==> src/rtl/uart_alu_interface.sv <==
// uart_alu_interface: loads operand A, operand B and the opcode from three
// consecutive UART bytes, lets the ALU settle for one cycle, captures the
// result and hands it to the UART transmitter.
//
// Handshake: i_rx_done and i_tx_done are single-cycle pulses, and the FSM
// samples them only in the states that expect them; a pulse seen anywhere
// else is dropped. o_tx_start is a single-cycle request. o_tx_data is held
// from the o_tx_start cycle until i_tx_done closes the transfer, and it stays
// held after that until the next result overwrites it.
module uart_alu_interface #(
    parameter int NB_DATA = 8,
    parameter int NB_OP   = 6
) (
    input  logic               i_clock,
    input  logic               i_reset,
    input  logic               i_rx_done,
    input  logic [NB_DATA-1:0] i_rx_data,
    input  logic [NB_DATA-1:0] i_alu_result,
    input  logic               i_tx_done,
    output logic               o_tx_start,
    output logic [NB_DATA-1:0] o_tx_data,
    output logic [NB_DATA-1:0] o_data_a,
    output logic [NB_DATA-1:0] o_data_b,
    output logic [NB_OP-1:0]   o_operation,
    output logic               o_busy
);

    typedef enum logic [2:0] {
        ST_WAIT_A  = 3'd0,
        ST_WAIT_B  = 3'd1,
        ST_WAIT_OP = 3'd2,
        ST_RESULT  = 3'd3,
        ST_SEND    = 3'd4,
        ST_WAIT_TX = 3'd5
    } state_e;

    state_e             state_q, state_d;
    logic [NB_DATA-1:0] data_a_q, data_a_d;
    logic [NB_DATA-1:0] data_b_q, data_b_d;
    logic [NB_OP-1:0]   operation_q, operation_d;
    logic [NB_DATA-1:0] tx_data_q, tx_data_d;

    // State and held registers; reset abandons any transfer in progress.
    always_ff @(posedge i_clock) begin
        if (i_reset) begin
            state_q     <= ST_WAIT_A;
            data_a_q    <= '0;
            data_b_q    <= '0;
            operation_q <= '0;
            tx_data_q   <= '0;
        end else begin
            state_q     <= state_d;
            data_a_q    <= data_a_d;
            data_b_q    <= data_b_d;
            operation_q <= operation_d;
            tx_data_q   <= tx_data_d;
        end
    end

    // Next state and register loads; every register holds by default.
    always_comb begin
        state_d     = state_q;
        data_a_d    = data_a_q;
        data_b_d    = data_b_q;
        operation_d = operation_q;
        tx_data_d   = tx_data_q;
        case (state_q)
            ST_WAIT_A: begin
                if (i_rx_done) begin
                    data_a_d = i_rx_data;
                    state_d  = ST_WAIT_B;
                end
            end
            ST_WAIT_B: begin
                if (i_rx_done) begin
                    data_b_d = i_rx_data;
                    state_d  = ST_WAIT_OP;
                end
            end
            ST_WAIT_OP: begin
                if (i_rx_done) begin
                    // Only the low bits carry the opcode; the rest is discarded.
                    operation_d = i_rx_data[NB_OP-1:0];
                    state_d     = ST_RESULT;
                end
            end
            ST_RESULT: begin
                // All ALU inputs have been registered for a full cycle now.
                tx_data_d = i_alu_result;
                state_d   = ST_SEND;
            end
            ST_SEND: begin
                state_d = ST_WAIT_TX;
            end
            ST_WAIT_TX: begin
                // A simultaneous rx byte is dropped along with the return.
                if (i_tx_done) begin
                    state_d = ST_WAIT_A;
                end
            end
            default: begin
                // Unused encodings recover to the idle state.
                state_d = ST_WAIT_A;
            end
        endcase
    end

    // Outputs come only from registers or a decode of the state register.
    always_comb begin
        o_tx_start  = (state_q == ST_SEND);
        o_busy      = (state_q == ST_RESULT) || (state_q == ST_SEND) ||
                      (state_q == ST_WAIT_TX);
        o_tx_data   = tx_data_q;
        o_data_a    = data_a_q;
        o_data_b    = data_b_q;
        o_operation = operation_q;
    end

endmodule
==> config.mk <==
export PLATFORM = sky130hd
export DESIGN_NAME = uart_alu_interface
export DESIGN_NICKNAME = d
export VERILOG_FILES = /design/src/rtl/uart_alu_interface.sv
export SDC_FILE = /design/constraint.sdc
export NUM_CORES = 1
export LEC_CHECK = 0
export ABC_AREA = 1
export CORE_MARGIN = 1.5
export CORE_UTILIZATION = 37
export DETAILED_ROUTE_END_ITERATION = 10
export PLACE_DENSITY = 0.74
export SLEW_MARGIN = 10
export SYNTH_ARGS = -nofsm -noshare
export SYNTH_HDL_FRONTEND = slang
export SYNTH_SLANG_ARGS = --single-unit
==> constraint.sdc <==
create_clock -name i_clock -period 1 [get_ports i_clock]
set_input_delay 0.1 -clock i_clock [delete_from_list [all_inputs] [get_ports i_clock]]
set_output_delay 0.1 -clock i_clock [all_outputs]
set_load 0.05 [all_outputs]
======== Word-level counts from Yosys, hierarchy flattened ========
Index checks and enable logic that the tools add are counted.
storage, ports and cells
  bits of input ports ..................... 20
  flip-flop bits (word level) ............. 33
operators by class
  reduce and logical (&&, ||, !) cells .... 7
  multiplexer cells ....................... 5
  eq/ne operators ......................... 9
operators with widths
  kind                                                 count
  case mux 3 bit (6 select lines)                      1
  two-way mux 3 bit                                    4
  != test 2 bit, second input constant                 4
  equality test 3 x 2 -> 1 bit, second input constant  2
  equality test 3 bit, second input constant           2
  AND reduction 2 bit                                  3
  AND reduction 4 bit                                  1
  equality test 3 x 1 -> 1 bit, second input constant  1
  logical NOT 3 bit                                    1
  logical OR 1 bit                                     2

======== Longest topological paths before layout ========
  depth after elaboration ................. 3
  gate-level depth with buffers ........... 7
  mapped depth without buffers ............ 7

======== Worst setup path after synthesis ========
Ideal clock, no wire load.
  path kind ............................... reg-to-output
  from .................................... reg state_q[0]
  to ...................................... out o_tx_start
  slack ................................... -0.039 ns
  arrival ................................. 0.939 ns
  buffers on the path ..................... 0
  cell stages (with the launch flop) ...... 4
  cells stage by stage .................... dfxtp_1 -> nor2_1 -> nand2_1 -> inv_1
on the way
  word-level cells in the longest chain between the ends .. 1
ends and longest elaborated chain
  what                    RTL line  source
  from (decl)             37        state_e state_q, state_d;
  from (signal assigned)  52        state_q <= state_d;
  equality test 3 bit     110       o_tx_start = (state_q == ST_SEND);
  to (decl)               20        output logic o_tx_start,
Every way passes these cells.

======== Worst setup path in the final report ========
  from .................................... reg state_q[1]
  to ...................................... out o_busy
on the way
  word-level cells in the longest chain between the ends .. 3
  elaborated cells between the ends (all ways) .. 5
  those cells by class .................... eq/ne (3); reduce/logical (2)
ends and longest elaborated chain
  what                                                                 RTL line  source
  equality test 3 x 2 -> 1 bit or equality test 3 bit (tied branches)  111       o_busy = (state_q == ST_RESULT) || (state_q == ST_SEND) ||
  logical OR 1 bit                                                     111
  logical OR 1 bit *                                                   111
  to (decl)                                                            25        output logic o_busy
Mark *: on every way between the ends. The rest lies on a longest branch, timed or not.

==> metrics.cfg <==
[clock_network]
htree_num_levels=2
cts-root-to-sink-buffers=2
numClockSinks=33
clock-root-buffer=sky130_fd_sc_hd__clkbuf_4
worstSkewPairLatency_ns=0.33
clk_pin_slew_ns=0.09
cts_tree=done
tritoncts.num_buffers=5

[synthesis]
synth-seq-cells=33
yosys.cell_types.count=13
yosysMostFrequentCell=sky130_fd_sc_hd__nor2_1
synth.avg_cell_area_sq_um=7.36
synthTopCellsByArea=sky130_fd_sc_hd__dfxtp_1 (54%), sky130_fd_sc_hd__nor2_1 (21%), sky130_fd_sc_hd__o21ai_0 (12%)
netlist_instances=165
synth_top_area_share=0.544
yosysWarnings=0
yosys-top-cells-count=sky130_fd_sc_hd__nor2_1 (68), sky130_fd_sc_hd__dfxtp_1 (33), sky130_fd_sc_hd__o21ai_0 (30), sky130_fd_sc_hd__nand2_1 (12), sky130_fd_sc_hd__inv_1 (7)
synth_flop_cell=sky130_fd_sc_hd__dfxtp_1
postSynth.asyncResetShare=0
synth_edf_count=0
synthDominantAreaCellType=sky130_fd_sc_hd__dfxtp_1
synth_sequential_area_ratio=0.544
syn-num-nets=185
netlist_area_before_placement_sq_um=1210

[floorplanning]
core_region_area_sq_um=3080
rows=20
die_height_microns=60.3
fp.dieW_microns=60.3
dieArea_sq_um=3630
floorplan.initialDensity=0.394
io_pins=52

[worst_setup_path]
cp_slowest_stage_delay_ns=0.39
slowest_stage=sky130_fd_sc_hd__dfxtp_4
timing.critical_path.from_type=flop
r2r_setup_slack_ns=-0.24
worst_r2r_startpoint=state_q[0]$_SDFFE_PP0P_
cp_data_arrival_time_ns=1.19
critical-path-top-cell-by-count=sky130_fd_sc_hd__nand2_2
launch_point_of_the_worst_path=state_q[1]$_SDFFE_PP0P_
cpLargestDelayFamily=flip-flops
worstSetupPathType=flop to output port
critPathRequiredTime_ns=0.90
largest_fanout_on_the_critical_path=5
worstRegToRegCells=6
path_cells=nand2_2 > nand2_2 > nand2_4 > clkinvlp_4 > buf_12
r2r-end=o_data_b[7]$_SDFFE_PP0P_
worst-path-buf-inv=2
setup.worst_path.end_class=output port

[outcome]
outcome=finished, violations left
failed_checks=setup timing

[hold_path]
min_path_cells=3
worst_hold_startpoint=i_alu_result[3]
min_delay_worst_endpoint=o_tx_data[3]$_SDFFE_PP0N_
class_of_the_tightest_hold_or_removal_check=primary input to flop

[cells_and_area]
flow.area_growth_from_synthesis_pct=97.0
finish.cell_count_without_fillers=278
diodes_inserted=0
fillers=199
final_layout_size_suffix_gt1_frac=0.462
final_net_count=254
post-route-cell-area_sq_um=2390

[pwr]
total_leakage_power_nw=0.991
power.density_cell_area_nw_per_um2=1560
max-vdd-ir-drop_mv=0.911

[place]
dp.cells=265
dp_hpwl_microns=2250
globalplace.congestion=0.918
place.port_buffers=51
area_after_dpl_sq_um=2170

[global_route]
number_of_antenna_violations_at_the_first_check_in_global_routing=0
wire_length_of_the_first_global_routing_pass_microns=5090
gr-usage-all-layers=0.194
via_count_of_the_first_global_routing_pass=1187
pin_count_of_the_biggest_net_entering_global_routing=23
total_grt_overflow=0

[job]
timing.max_cap.violations=0

[route]
drt_first_iter_violations=41
totalWireLength_microns=3330
vias=1301
routed_via_density=4.68
wl_per_cell_microns=12.0
drt_pre_antenna_iters=4
final_antenna_net_count=0
post-route-drc-count=0

[timing]
final_critical_path_setup_slack_ns=-0.288
timing.final.crit_period_ns=1.29
grt_setup_unrepaired=yes
final-setup-viol-count=35
layout_worst_path_cycle_share=1.29
clock_skew_ns=0.00462
max_freq_ghz=0.777
timing_hold_violations_final=0
worstMarginPinSlew_ns=0.183
drv_slew=0
maxSlewHeadroom=0.877

## routing by layer
metal,global-route usage,share of wire,up-vias
met3,0.0974,0.081,8
met4,0.0921,0.027,0
met2,0.318,0.50,46
li1,-,-,665
met5,0,0,-
met1,0.207,0.39,582
## area by class of cell
cell class / instances / area, sq um / share of cell area
flip-flops and latches: 33 / 706 / 0.295
multi-input cells: 118 / 564 / 0.236
clock buffers: 7 / 55.1 / 0.0230
well taps: 44 / 55.1 / 0.0230
repair buffers: 65 / 952 / 0.398
inverters: 11 / 58.8 / 0.0246
## flip-flops by register name, indices dropped and copies added, names as in the netlist
register	cells
o_data_a	8
state_q	3
o_tx_data	8
o_operation	6
o_data_b	8
## repair_timing
action                                  4_1_cts  5_1_grt
pin swaps                                     3        1
endpoints found under the setup margin       38       62
endpoints found under the hold margin         0        0
hold buffers                                  0        0
buffers inserted                              5        1
resized for setup                            33       43
## worst reg2reg max path, delay by kind of cell (launching register included)
family / cells / cell delay, ns
simple gates: 3 / 0.35
buf+inv: 2 / 0.18
compound gates: 1 / 0.20
flops: 1 / 0.39
## where the power goes
part	leakage, nW	internal, mW	switching, mW
clock network	0.0314	0.332	0.416
logic	0.675	0.660	0.721
registers	0.284	1.46	0.140
## layout by cell type (no fill, tap or decap), drive strengths merged
| master | synthesis | layout |
|---|---|---|
| inv | 11 | 9 |
| clkinvlp | 0 | 2 |
| o21ai | 30 | 30 |
| clkdlybuf4s50 | 0 | 19 |
| a21oi | 1 | 1 |
| buf | 0 | 46 |
| nor2 | 69 | 69 |
| a31oi | 1 | 1 |
| nand3 | 3 | 3 |
| nand2 | 14 | 14 |
| clkbuf | 3 | 7 |
| dfxtp | 33 | 33 |
## through the flow
stage	util	TNS (ns)	power (mW)	hold slack, ns	setup slack, ns
2_1_floorplan	-	0	2.19	0.169	0.0100
3_5_place_dp	0.704	-8.72	2.87	0.515	-0.377
6_report	0.777	-5.75	3.73	0.351	-0.288
3_3_place_gp	0.704	-8.02	2.85	0.513	-0.369
4_1_cts	0.754	-4.74	3.68	0.347	-0.281
5_1_grt	0.777	-8.85	3.94	0.332	-0.361
## worst max-delay path by stage
stage	slack (ns)	cells after the start	endpoint
final	-0.29	5	o_busy
after global routing	-0.36	5	o_busy
after CTS	-0.28	5	o_busy
after detailed placement	-0.38	6	o_operation[1]$_SDFFE_PP0P_
after global placement	-0.37	6	o_operation[1]$_SDFFE_PP0P_
after floorplan	0.01	4	o_operation[0]$_SDFFE_PP0P_
## cell families (layout without fill, tap and decap cells)
| kind of cell | count (synthesis) | count (layout) | share of synthesized area |
|---|---|---|---|
| and+or+nand+nor | 86 | 86 | 0.279 |
| DFF | 33 | 33 | 0.544 |
| AOI/OAI and AO/OA | 32 | 32 | 0.133 |
| buffers and inverters | 14 | 83 | 0.0433 |
(Power assumes the default switching activity.)
